### config.mk
export PLATFORM = sky130hd
export DESIGN_NAME = dmem_access_ctrl
export DESIGN_NICKNAME = d
export VERILOG_FILES = /design/src/rtl/dmem_access_ctrl.sv
export SDC_FILE = /design/constraint.sdc
export NUM_CORES = 1
export LEC_CHECK = 0
export ABC_AREA = 0
export CAP_MARGIN = 25
export CORE_MARGIN = 2
export CORE_UTILIZATION = 45
export DETAILED_ROUTE_END_ITERATION = 10
export PLACE_DENSITY_LB_ADDON = 0.08
export SYNTH_ARGS = -nofsm -noshare
export SYNTH_HDL_FRONTEND = slang
export SYNTH_SLANG_ARGS = --single-unit
### constraint.sdc
create_clock -name clk -period 5.5 [get_ports clk]
set_clock_uncertainty 0.15 [all_clocks]
set_input_delay 1.375 -clock clk [delete_from_list [all_inputs] [get_ports clk]]
set_output_delay 1.375 -clock clk [all_outputs]
set_load 0.005 [all_outputs]
### src/rtl/dmem_access_ctrl.sv
// Data-memory access controller: turns one MEM-stage load/store at a time
// into word-aligned memory accesses with byte strobes. Boundary-crossing
// accesses are split in two, and a single-cycle response pulse is returned.
//
// state | meaning
// IDLE  | ready for a request
// ACC0  | access to the word holding the first byte
// ACC1  | access to the following word (boundary-crossing access only)
// RESP  | response pulse on rsp_vld_o
module dmem_access_ctrl #(
    parameter int AWIDTH   = 32,
    parameter int DWIDTH   = 32,
    parameter int SPLIT_EN = 1
) (
    input  logic                  clk,
    input  logic                  rst,
    input  logic                  req_vld_i,
    output logic                  req_rdy_o,
    input  logic                  req_we_i,
    input  logic [2:0]            req_funct3_i,
    input  logic [AWIDTH-1:0]     req_addr_i,
    input  logic [DWIDTH-1:0]     req_wdata_i,
    output logic                  rsp_vld_o,
    output logic [DWIDTH-1:0]     rsp_rdata_o,
    output logic                  rsp_err_o,
    output logic [AWIDTH-1:0]     mem_addr_o,
    output logic [DWIDTH-1:0]     mem_data_o,
    output logic [DWIDTH/8-1:0]   mem_write_strb_o,
    output logic                  mem_read_en_o,
    output logic                  mem_write_en_o,
    input  logic [DWIDTH-1:0]     mem_data_i,
    input  logic                  mem_data_vld_i
);

    typedef enum logic [1:0] {
        IDLE = 2'd0,
        ACC0 = 2'd1,
        ACC1 = 2'd2,
        RESP = 2'd3
    } state_t;

    state_t                state_q, state_d;
    logic                  we_q;
    logic [2:0]            f3_q;
    logic [AWIDTH-1:0]     addr_q;
    logic [DWIDTH-1:0]     wdata_q;
    logic                  span_q;
    logic [2*DWIDTH-1:0]   buf_q, buf_d;
    logic                  rd_err_q, rd_err_d, rd_err_next;
    logic [DWIDTH-1:0]     rsp_rdata_q, rsp_rdata_d;
    logic                  rsp_err_q, rsp_err_d;

    logic [2:0]            in_n;
    logic                  in_legal, in_span, in_err;
    logic                  accept;

    logic [2:0]            n_q;
    logic [1:0]            off_q;
    logic [AWIDTH-1:0]     word_addr;
    logic [7:0]            strb_mask, strb8;
    logic [2*DWIDTH-1:0]   data64;
    logic                  rd_cycle;
    logic [2*DWIDTH-1:0]   shifted;
    logic [DWIDTH-1:0]     ext;
    logic                  sgn;

    function automatic logic [2:0] width_bytes(input logic [1:0] sz);
        case (sz)
            2'b00:   return 3'd1;
            2'b01:   return 3'd2;
            default: return 3'd4;
        endcase
    endfunction

    assign req_rdy_o = (state_q == IDLE);
    assign rsp_vld_o = (state_q == RESP);
    assign rsp_rdata_o = rsp_rdata_q;
    assign rsp_err_o   = rsp_err_q;
    assign accept    = req_vld_i && (state_q == IDLE);

    // Decode the incoming request: width, legality and word-boundary crossing
    always_comb begin
        in_n = width_bytes(req_funct3_i[1:0]);
        if (req_we_i) begin
            in_legal = (req_funct3_i inside {3'b000, 3'b001, 3'b010});
        end else begin
            in_legal = (req_funct3_i inside {3'b000, 3'b001, 3'b010, 3'b100, 3'b101});
        end
        in_span = (({1'b0, req_addr_i[1:0]} + in_n) > 3'd4);
        in_err  = !in_legal || (in_span && (SPLIT_EN == 0));
    end

    // Memory-side drive from state and the registered request only
    always_comb begin
        n_q       = width_bytes(f3_q[1:0]);
        off_q     = addr_q[1:0];
        word_addr = {addr_q[AWIDTH-1:2], 2'b00};
        case (n_q)
            3'd1:    strb_mask = 8'h01;
            3'd2:    strb_mask = 8'h03;
            default: strb_mask = 8'h0F;
        endcase
        strb8  = strb_mask << off_q;
        data64 = {{DWIDTH{1'b0}}, wdata_q} << {off_q, 3'b000};

        mem_addr_o       = '0;
        mem_data_o       = '0;
        mem_write_strb_o = '0;
        mem_read_en_o    = 1'b0;
        mem_write_en_o   = 1'b0;
        case (state_q)
            ACC0: begin
                mem_addr_o     = word_addr;
                mem_read_en_o  = !we_q && !rst;
                mem_write_en_o = we_q && !rst;
                if (we_q) begin
                    mem_write_strb_o = strb8[3:0];
                    mem_data_o       = data64[DWIDTH-1:0];
                end
            end
            ACC1: begin
                mem_addr_o     = word_addr + AWIDTH'(4);
                mem_read_en_o  = !we_q && !rst;
                mem_write_en_o = we_q && !rst;
                if (we_q) begin
                    mem_write_strb_o = strb8[7:4];
                    mem_data_o       = data64[2*DWIDTH-1:DWIDTH];
                end
            end
            default: ;
        endcase
    end

    // Load capture, read-valid tracking and result extension; the result
    // includes the word arriving in the current access cycle
    always_comb begin
        rd_cycle = ((state_q == ACC0) || (state_q == ACC1)) && !we_q;
        buf_d    = buf_q;
        if (rd_cycle && (state_q == ACC0)) buf_d[DWIDTH-1:0] = mem_data_i;
        if (rd_cycle && (state_q == ACC1)) buf_d[2*DWIDTH-1:DWIDTH] = mem_data_i;
        rd_err_d    = rd_err_q || (rd_cycle && !mem_data_vld_i);
        rd_err_next = accept ? 1'b0 : rd_err_d;

        shifted = buf_d >> {off_q, 3'b000};
        sgn     = !f3_q[2];
        case (n_q)
            3'd1:    ext = {{24{sgn & shifted[7]}}, shifted[7:0]};
            3'd2:    ext = {{16{sgn & shifted[15]}}, shifted[15:0]};
            default: ext = shifted[DWIDTH-1:0];
        endcase
    end

    // Next state and response registers
    always_comb begin
        state_d     = state_q;
        rsp_rdata_d = rsp_rdata_q;
        rsp_err_d   = rsp_err_q;
        case (state_q)
            IDLE: begin
                if (req_vld_i) begin
                    if (in_err) begin
                        state_d     = RESP;
                        rsp_err_d   = 1'b1;
                        rsp_rdata_d = '0;
                    end else begin
                        state_d = ACC0;
                    end
                end
            end
            ACC0: begin
                if (span_q) begin
                    state_d = ACC1;
                end else begin
                    state_d     = RESP;
                    rsp_err_d   = rd_err_d;
                    rsp_rdata_d = (we_q || rd_err_d) ? '0 : ext;
                end
            end
            ACC1: begin
                state_d     = RESP;
                rsp_err_d   = rd_err_d;
                rsp_rdata_d = (we_q || rd_err_d) ? '0 : ext;
            end
            default: state_d = IDLE;
        endcase
    end

    // State, request and response registers
    always_ff @(posedge clk) begin
        if (rst) begin
            state_q     <= IDLE;
            we_q        <= 1'b0;
            f3_q        <= '0;
            addr_q      <= '0;
            wdata_q     <= '0;
            span_q      <= 1'b0;
            buf_q       <= '0;
            rd_err_q    <= 1'b0;
            rsp_rdata_q <= '0;
            rsp_err_q   <= 1'b0;
        end else begin
            state_q     <= state_d;
            buf_q       <= buf_d;
            rd_err_q    <= rd_err_next;
            rsp_rdata_q <= rsp_rdata_d;
            rsp_err_q   <= rsp_err_d;
            if (accept) begin
                we_q    <= req_we_i;
                f3_q    <= req_funct3_i;
                addr_q  <= req_addr_i;
                wdata_q <= req_wdata_i;
                span_q  <= in_span;
            end
        end
    end

endmodule

-- Word level (Yosys, flattened, before mapping)
Cells that the tools add are included.
- register bits after elaboration: 169
- bits in latches: 0
- bits in writable memories: 0
- bits in read-only memories: 0
- input bits: 104
- output and inout bits: 105
- memories: 0
- add/subtract/negate cells: 2
- multiply operators: 0
- divide/modulo/power cells: 0
- order comparisons: 1
- eq/ne operators: 14
- shifts and indexed selects: 3
- muxes and demuxes: 29
- bitwise logic cells: 2
- reductions and logical operators: 24
- operator list (cell ; number):
    2-to-1 mux 32 bit ; 8
    one-hot mux 32 bit (2 select lines) ; 3
    one-hot mux 32 bit (3 select lines) ; 1
    left shift 32 x 5 -> 64 bit ; 1
    >> shifter 64 x 5 -> 32 bit ; 1
    adder 32 x 3 -> 32 bit (second input constant) ; 1
    one-hot mux 4 bit (2 select lines) ; 2
    one-hot mux 3 bit (2 select lines) ; 2
    2-to-1 mux 4 bit ; 2
    left shift 8 x 2 -> 8 bit ; 1
    logical AND 1 bit ; 7
    2-to-1 mux 1 bit ; 7
    == test 2 x 1 -> 1 bit (second input constant) ; 3
    == test 3 x 1 -> 1 bit (second input constant) ; 2
    == test 3 x 2 -> 1 bit (second input constant) ; 2
    == test 3 bit (second input constant) ; 2
    zero test 2 bit ; 3
    != test 2 bit (second input constant) ; 3
    one-hot mux 2 bit (3 select lines) ; 1
    nonzero test 3 bit ; 2
    nonzero test 5 bit ; 1
    == test 2 bit (second input constant) ; 2
    zero test 1 bit ; 4
    2-to-1 mux 2 bit ; 2
    other kinds (8) ; 12

-- Logic depth before layout (Yosys ltp)
- depth in word-level cells: 11
- mapped depth: 10
- depth with buffers taken out: 7

-- Worst setup path after synthesis
Ideal clock, no wire load.
- path type: input port to output port
- from: in rst
- to: out mem_write_en_o
- arrival: 2258 ps
- data required time: 3975 ps
- path slack: 1717 ps
- stages: 4
- path through: clkbuf_1 > clkbuf_1 > buf_1 > nor2_1
- longest elaborated chain between the ends: 3
- RTL lines (what ; RTL line ; RTL):
    start, declared ; 16 ; input logic rst,
    zero test 1 bit ; 115, 124 ;
    logical AND 1 bit ; 115, 124 ;
    2-to-1 mux 1 bit ; -- ;
    end, declared ; 30 ; output logic mem_write_en_o,
No other way between the ends.

-- Worst setup path after layout
- from: reg state_q[0]
- to: out mem_addr_o[20]
- longest elaborated chain between the ends: 2
- RTL lines (what ; RTL line ; RTL):
    start, declared ; 42 ; state_t state_q, state_d;
    start signal, assigned ; 202 ; state_q <= state_d;
    == test 2 bit / == test 2 x 1 -> 1 bit (equally long branches) ; 111 ; case (state_q)
    one-hot mux 32 bit (2 select lines) * ; 111 ;
    end, declared ; 26 ; output logic [AWIDTH-1:0] mem_addr_o,
Every way passes the cells marked *; elsewhere a longest branch is shown, timed or not.

==> impl_metrics.yaml <==
worst_setup_path:
  critical_path_class: "reg -> out"
  critPathArrivalTime_ns: 3.57
  max_stage_delay_ns: 0.77
  critPathBufInv: 3
  worst_ep_required_time_ns: 3.97
  crit_path_end_kind: "primary output"
  cp-start-kind: "register"
  path_max_fanout: 14
  crit_family: "simple AND/OR/NAND/NOR gates"
  crit_path_cell_trace: "inv_1 > ha_1 > clkinv_1 > nor2_1 > nand3_1 > o31ai_1 > clkdlybuf4s50_1"
  crit_slowest_cell: "nor2_1"
clock_tree:
  cts_tree: "yes"
  clk_latency_ns: 0.43
  cts_htree_levels: 4
  clockRootBuffer: "clkbuf_16"
  cts-buffers-inserted: 17
  path_clk_slew_ns: 0.06
  ctsResizeCount: 0
  cts_sinks: 161
  hold_buffers: 0
  cts_buffer_depth: 2
  post_cts_buffers: 0
run_status:
  status: "finished clean"
layout:
  nFillCells: 1669
  syn_to_final_growth_pct: 33.7
  fin_cells: 1391
  drive_gt1_share_pct: 8.21
  final_area_sq_mm: 0.0113
  layout.nets: 1255
  n_antenna_cell: 0
  multi_input_area_sq_mm: 0.00488
  regArea_sq_mm: 0.00323
grt:
  overflow: 0
  track_usage_pct: 26.3
  antenna_found_initial: 1
  first_global_vias: 7516
  grt_pass1_wl_mm: 41.1
  grt_max_degree: 77
synth:
  syn_area_sq_mm: 0.00845
  synthFlopType: "dfxtp_1"
  yosysMostFrequentCell: "dfxtp_1"
  synthCells: 978
  synth.distinct_cells: 59
  synth_common_cells: "161 x dfxtp_1, 120 x nor2_1, 104 x mux2i_1, 68 x a22o_1, 67 x nand2_1"
  avgSynthCellArea_sq_um: 8.64
  synthArstFlopShare_pct: 0
  yosys_warnings: 0
  ys_seq_elements: 161
  synth_top_area_cell: "dfxtp_1"
  ys_top_cells_by_area: "dfxtp_1 38%, mux2i_1 12%, a22o_1 7.0%"
  seq_area_frac_synth_pct: 38.1
  synth_edf_count: 0
  synth_top_area_share_pct: 38.1
placed_design:
  routabilityCongestion: 0.906
  dp.cells: 1355
  post_dp_cell_area_sq_mm: 0.0107
  dp_hpwl_mm: 19.0
  port_buffers: 206
detailed_routing:
  drtIter0Drc: 502
  vias_per_cell: 5.81
  dr_wl_met3_mm: 1.76
  antenna_left: 0
  wl_per_cell_um: 19.4
  vias: 8078
  wl_met1_mm: 11.7
  drt-pass1-iter-count: 7
  met2_length_mm: 12.9
  drc: 0
  highest_layer: "met5"
  wirelength_mm: 27.0
sta:
  layout_min_cycle_time_ns: 5.10
  max_freq_mhz: 196
  tns_ns: 0
  hold_viol: 0
  fin_crit_sh_pct: 92.7
  relSlewSlack_pct: 29.7
  worst_slew_pin_slew_ns: 1.05
  rsz0062_at_grt: "false"
  setup_violations: 0
  drv_slew: 0
floorplan:
  die_w_um: 141
  die_area_sq_mm: 0.0199
  io_pins: 209
  core_sq_mm: 0.0186
  start_util_pct: 45.5
  rows: 50
  die_h_um: 141
power:
  leakage_nw: 4.07
  peakVddDrop_mv: 0.267
  power_w: 0.00419
  power_density_mw_per_mm2: 371
hold_path:
  hold_path_class: "reg -> reg"
job:
  cap_viol_max_count: 0
[metrics by stage]
step | setup slack [ns] | hold slack [ns] | util (%)
4_1_cts | 0.411 | 0.326 | 60.6
2_1_floorplan | 1.72 | 0.299 | -
6_report | 0.401 | 0.320 | 60.8
5_1_grt | 0.0612 | 0.353 | 60.8
3_3_place_gp | 0.993 | 0.306 | 57.3
3_5_place_dp | 0.873 | 0.309 | 57.4
[worst register-to-register path, cell delays in order, from the launching register on]
cell and delay (ns):
dfxtp_1 0.38, inv_1 0.08, ha_1 0.54, and3b_2 0.50
buf_4 0.47, mux4_2 0.59, nor3b_1 0.19, a2111o_1 0.47
o21ai_0 0.17
[placed cells by master (no fill, tap or decap), types with 6 or more instances in the layout]
master,Yosys,routed
clkdlybuf4s50_1,0,205
dfxtp_1,161,159
nor2_1,120,119
mux2i_1,104,104
a22o_1,68,68
nand2_1,67,67
a21oi_1,60,58
o21ai_0,51,51
mux2_2,28,28
nand2b_1,23,23
and3_1,20,20
inv_1,19,19
o22ai_1,18,18
clkbuf_16,0,17
buf_4,2,16
nand3_1,15,15
nand4_1,13,13
o211ai_1,11,11
a22oi_1,9,9
o22a_1,9,9
nor3_1,9,9
a211oi_1,8,8
a221oi_1,7,7
o2111ai_1,7,7
ha_1,6,6
[report_power, final]
part           internal, W  switching [W]
registers          0.00135       0.000170
logic             0.000631       0.000871
clock network     0.000650       0.000525
total              0.00263        0.00157
[sequential cells by signal, summed over array words and instances, names as in the netlist]
name         cells
addr_q          32
buf_q           56
f3_q             3
rd_err_q         1
rsp_err_o        1
rsp_rdata_o     32
span_q           1
state_q          2
wdata_q         32
we_q             1
[cells by family (layout without fill, tap and decap cells)]
| group | after synthesis | count (layout) | share of synthesized area, % |
|---|---|---|---|
| multiplexers | 135 | 135 | 16.8 |
| adder cells (fa/ha/maj) | 7 | 7 | 1.12 |
| AO/OA/AOI/OAI | 277 | 277 | 22.7 |
| flip-flops | 161 | 161 | 38.1 |
| XOR/XNOR | 1 | 1 | 0.104 |
| AND/OR/NAND/NOR | 296 | 296 | 16.3 |
| other | 1 | 2 | 0.0444 |
| buffers and inverters | 100 | 278 | 4.74 |
[layer usage]
metal  track usage [%]  up-vias
met2              44.0      283
met5                 0        -
met3              6.66       41
li1                  -     3914
met1              33.6     3838
met4              7.79        2
[worst paths after layout]
| kind | from | to | slack (ns) | cells past startpoint |
|---|---|---|---|---|
| worst max-delay path | state_q[0] | mem_addr_o[20] | 0.40 | 7 |
| worst min-delay path | rsp_rdata_o[1] | rsp_rdata_o[1] | 0.32 | 2 |
| worst max register to register | state_q[0] | rsp_rdata_o[20] | 1.82 | 8 |
| worst min register to register | rsp_rdata_o[1] | rsp_rdata_o[1] | 0.32 | 2 |
[final cells by class]
type | instances | share of cell area (%)
tap | 234 | 2.59
sequential | 161 | 28.6
clock inverter | 14 | 1.32
clock buffer | 18 | 3.89
multi-input combinational | 718 | 43.1
inverter | 20 | 0.664
timing repair buffer | 226 | 19.8
Power figures use the tool's default switching activity.
